**src/rtl/key_debouncer.sv**
```systemverilog
`timescale 1ns/1ps
// key_debouncer: per-channel push-button debouncer.
// Each active-low raw key is synchronized by two flops, then a per-channel counter
// must see STABLE_CYCLES consecutive samples of a new level before the debounced
// level flips. Press and release strobes are registered and line up with the
// first cycle of the new debounced level.
module key_debouncer #(
  parameter int unsigned WIDTH         = 4,
  parameter int unsigned STABLE_CYCLES = 1_000_000
) (
  input  logic             clk,
  input  logic             rst_n,
  input  logic [WIDTH-1:0] key_n,
  output logic [WIDTH-1:0] pressed,
  output logic [WIDTH-1:0] press_pulse,
  output logic [WIDTH-1:0] release_pulse,
  output logic             any_pressed
);

  localparam int unsigned     CNT_W    = $clog2(STABLE_CYCLES + 1);
  localparam logic [CNT_W-1:0] CNT_LAST = CNT_W'(STABLE_CYCLES - 1);

  logic [WIDTH-1:0] sync_q1;
  logic [WIDTH-1:0] sync_q2;

  // Two-flop synchronizer; resets to the released level (1).
  always_ff @(posedge clk or negedge rst_n) begin
    if (!rst_n) begin
      sync_q1 <= '1;
      sync_q2 <= '1;
    end else begin
      sync_q1 <= key_n;
      sync_q2 <= sync_q1;
    end
  end

  for (genvar i = 0; i < int'(WIDTH); i++) begin : g_chan
    logic [CNT_W-1:0] cnt_q;
    logic             pressed_q;
    logic             press_q;
    logic             release_q;
    logic             differ_c;
    logic             accept_c;

    // Synced sample (inverted to 1 = pressed) disagrees with the debounced level.
    assign differ_c = (~sync_q2[i]) != pressed_q;
    // Last stable sample needed: the level flips at the coming edge.
    assign accept_c = differ_c && (cnt_q == CNT_LAST);

    // Stability counter, debounced level and edge strobes for this channel.
    always_ff @(posedge clk or negedge rst_n) begin
      if (!rst_n) begin
        cnt_q     <= '0;
        pressed_q <= 1'b0;
        press_q   <= 1'b0;
        release_q <= 1'b0;
      end else begin
        press_q   <= accept_c && !pressed_q;
        release_q <= accept_c && pressed_q;
        if (!differ_c || accept_c) begin
          cnt_q <= '0;
        end else begin
          cnt_q <= cnt_q + CNT_W'(1);
        end
        if (accept_c) begin
          pressed_q <= ~pressed_q;
        end
      end
    end

    assign pressed[i]       = pressed_q;
    assign press_pulse[i]   = press_q;
    assign release_pulse[i] = release_q;
  end

  // Summary flag straight off the registered levels.
  assign any_pressed = |pressed;

endmodule

```
**config.mk**
```make
export PLATFORM = sky130hd
export DESIGN_NAME = key_debouncer
export DESIGN_NICKNAME = d
export VERILOG_FILES = /design/src/rtl/key_debouncer.sv
export SDC_FILE = /design/constraint.sdc
export NUM_CORES = 1
export LEC_CHECK = 0
export CORE_MARGIN = 2
export CORE_UTILIZATION = 55
export CTS_BUF_LIST = sky130_fd_sc_hd__clkbuf_8
export DETAILED_ROUTE_END_ITERATION = 7
export PLACE_DENSITY = 0.8
export SLEW_MARGIN = 20
export SYNTH_ARGS = -nofsm -noshare
export SYNTH_HDL_FRONTEND = slang
export SYNTH_SLANG_ARGS = --single-unit
```
**constraint.sdc**
```tcl
create_clock -name clk -period 3.13 [get_ports clk]
set_input_delay 0.4695 -clock clk [delete_from_list [all_inputs] [get_ports clk]]
set_output_delay 0.4695 -clock clk [all_outputs]
set_load 0.02 [all_outputs]
```
**Yosys cells after proc, flatten, opt, wreduce, memory -nomap -nowiden**

Cells that the tools add are included.

- Equality and inequality tests: 8
- Multiplexer cells: 4
- Add/subtract/negate cells: 4
- Reduce and logical (&&, ||, !) cells: 25
- Bitwise gates (word level): 8

Operators by type and width:

| cell | count |
|---|---|
| 20-bit by 1-bit adder with 20-bit output (second input constant) | 4 |
| 20-bit equality test (second input constant) | 4 |
| 20-bit 2-to-1 mux | 4 |
| 1-bit logical AND | 12 |
| 1-bit zero test | 8 |
| 1-bit NOT | 8 |
| 1-bit logical OR | 4 |
| 1-bit != test | 4 |
| 4-bit OR reduction | 1 |

- Register bits after elaboration: 100
- Output and inout port bits: 13
- Bits of input ports: 6

**Longest topological paths before layout**

- Depth after elaboration: 5
- Gate-level depth with buffers: 6
- Depth with buffers taken out: 5

**Least setup slack after synthesis**

No wires, ideal clock.

- Kind: flip-flop to flip-flop
- Start: register g_chan[3].cnt_q[0]
- End: register g_chan[3].cnt_q[18]
- Library setup time: 78 ps
- Period minus slack after synthesis: 1812 ps
- Stages on the path, launching flop included: 7
- Arrival: 1735 ps
- Slack: 1318 ps
- Cell sequence: dfrtp_1 > ha_1 > nand4_1 > or2_2 > clkbuf_1 > or4_1 > a21oi_1

- Longest elaborated chain between the ends: 4

RTL lines:

| item | line | text |
|---|---|---|
| start, declared | 38 | `logic [CNT_W-1:0] cnt_q;` |
| start signal, assigned | 63 | `cnt_q <= cnt_q + CNT_W'(1);` |
| branches (longest 3 deep; another with 20-bit by 1-bit adder with 20-bit output) | -- |  |
| 20-bit 2-to-1 mux * | 60 | `if (!differ_c \|\| accept_c) begin` |

Every way passes the cells marked *.
A chain may end at the register's enable or synchronous reset.

**Worst setup path in the final report**

- Start: register g_chan[1].pressed_q
- End: output any_pressed

- Longest elaborated chain between the ends: 1

RTL lines:

| item | line | text |
|---|---|---|
| start, declared | 39 | `logic pressed_q;` |
| start signal, assigned | 66 | `pressed_q <= ~pressed_q;` |
| 4-bit OR reduction | 77 | `assign any_pressed = \|pressed;` |
| end, declared | 17 | `output logic any_pressed` |

Every way passes these cells.

==> run metrics <==
final hold viol count 0; GRT Overall Usage 19.85%; Setup crit start kind register; top-area cell type share of the netlist area 48.09%; Total Wirelength 8698 um; min cycle time layout 2352 ps; gpl congestion 0.8819; CTS Buffer Depth 2; CORE AREA 8593 sq um; Int Power 1644 uW; Slew Limit Headroom between 40% and 50%; antenna-violating nets left 0; maxcap violations 0; Diodes inserted 0; clock latency on the worst-skew pair 350 ps; Vias/cell 5.775; H-tree Lvls 3; Distinct cells, synth 36; Clk network pwr share 34.5%; DIE WIDTH 97.30 um; unrepaired setup endpoints after global routing false; post-synthesis sequential area ratio between 50% and 60%; I/O pin cnt 19; GRT Residual Overflow 0; commonest cells in the netlist dfrtp_1, nor2_1, xnor2_1, nand2_1, nand3_1; status finished clean; die area 9466 sq um; cts repair resizes 0; Worst-Margin Slew 890.5 ps; Post-Syn Area per Cell 9.952 sq um; vias in the first global route 3413; FFs w/ async S/R, synth 100.0%; Top FF cell, synth dfrtp_1; Num CTS Buffers 9; FMAX roughly 430 MHz; Sw Share between 20% and 30%; Post-CTS Hold Buffers 0; DR WL/cell 14.38 um; most frequent cell after synthesis dfrtp_1; Mapped Area 4787 sq um; WP data required 2660 ps; Leak 0.001989 uW; Reg clk slew, reported paths 90 ps; drt drc 0; fin. max-slew vios 0; Max VDD drop 251.2 uV; cell row count 34; Final Net Count around 500; setup_tns 0 ps; clk sinks 100; layout cells sized above 1 8.048%; initial antenna violation count 0; Switch Pwr 497.9 uW; Starting DRT DRC Count 186; area grow syn2layout 7.893%; Synthesis Warnings 0; Combinational Power Share under 10%; Design Power ~2100 uW; Yosys reg bits 100; count of input and output buffers 18; clock root cell clkbuf_8; die height 97.30 um; CTS tree yes; sequential fraction of design power roughly 62%; Synth area leader dfrtp_1; Final Util 60.10%; Post-synth EDFFs 0; Syn Nets 491; via count 3494; pwr dens between 400 and 500 nW/um^2; Initial Util 55.71%; critical-path maximum fanout 6; first-pass GRT wire length 15550 um; # setup viols final 0; Post-CTS Setup Bufs 0; CP Class register to output port; Worst EP arrival approximately 1900 ps; hpwl dp 6153 um; top post-synthesis cells by area dfrtp_1, xnor2_1, nor2_1; crit path capture type output port; largest net degree at the start of global routing 74; cells after synthesis 481; Final period util 75.16%; Worst Clk Skew 11.22 ps; worst hold-check path type primary input to async pin; First-pass DRT Iterations 5
-- power groups by stage --
stage / Combinational (uW) / Sequential (uW) / Clock (uW)
after floorplan: 33.8 / 1350 / 0
after global placement: 72.9 / 1360 / 0
after detailed placement: 75.8 / 1360 / 0
after CTS: 75.7 / 1330 / 763
after global routing: 84.2 / 1340 / 827
final: 72.6 / 1330 / 738
-- cells in the final DEF (no fill, tap or decap), types with 5 or more instances in the layout --
cell type / instances
o21ai_0: 17
xnor2_1: 38
nand4_1: 23
clkdlybuf4s50_1: 17
nor3_1: 15
nand2_1: 31
dfstp_2: 8
nand3_1: 28
and3_1: 9
xor2_1: 18
o31ai_1: 9
dfrtp_1: 92
nor4b_1: 5
nor4_1: 15
or2_2: 5
nor2_1: 63
or3_1: 15
inv_1: 16
or4_1: 10
clkbuf_8: 10
a21oi_1: 20
-- final timing paths --
path,from,to,slack (ps),depth (start not counted)
setup / recovery,g_chan[1].pressed_q$_DFFE_PN0P_,any_pressed,780,2
hold / removal,rst_n,g_chan[0].cnt_q[14]$_DFF_PN0_,230,1
setup reg to reg,g_chan[0].cnt_q[0]$_DFF_PN0_,g_chan[0].cnt_q[7]$_DFF_PN0_,980,5
hold reg to reg,sync_q1[2]$_DFF_PN1_,sync_q2[2]$_DFF_PN1_,360,0
max in group asynchronous,rst_n,sync_q1[1]$_DFF_PN1_,2070,2
min in group clk,sync_q1[2]$_DFF_PN1_,sync_q2[2]$_DFF_PN1_,360,0
-- kinds of logic after synthesis --
logic type / Yosys count / share of synthesized area (%)
adder cells (fa/ha/maj): 4 / 1.046
flip-flops: 100 / 52.48
XOR/XNOR: 56 / 10.25
buffers and inverters: 35 / 3.868
AO/OA/AOI/OAI: 52 / 6.377
AND/OR/NAND/NOR: 234 / 25.98
-- final cells by class --
| class | count | area [sq um] |
|---|---|---|
| multi-input cells | 346 | 2090 |
| fillers | 725 | 3428 |
| flip-flops and latches | 100 | 2512 |
| repair buffers | 20 | 192.7 |
| clock inverters | 6 | 41.29 |
| clock buffers | 10 | 137.6 |
| well taps | 108 | 135.1 |
| inverters | 15 | 56.30 |
-- layer usage --
layer	vias up	wire, um	global-route usage (%)	share of wire [%]
li1	1713	-	-	-
met1	1712	4215	28.82	48
met2	59	4093	30.18	47
met3	10	284	3.381	3.3
met4	0	105	7.692	1.2
met5	-	0	0	0
-- critical path, cell delays in order (launching register included) --
cell and delay [ps]:
dfrtp_1 450, or4_1 530, clkdlybuf4s50_1 570
-- per-stage QoR --
stage	setup WS [ps]	instance area, sq um	hold slack, ps	instances
2_1_floorplan	1318	4787	173.9	481
4_1_cts	761.3	5165	269.9	605
3_5_place_dp	1007	4986	347.3	589
3_3_place_gp	1104	4986	345.8	589
5_1_grt	698.6	5165	310.2	605
6_report	777.6	5165	228.1	605
-- state kept, by name, summed over array words and instances (netlist names) --
register,flops
sync_q2,4
g_chan.pressed_q,4
g_chan.press_q,4
g_chan.release_q,4
sync_q1,4
g_chan.cnt_q,80
Power figures use the tool's default switching activity.
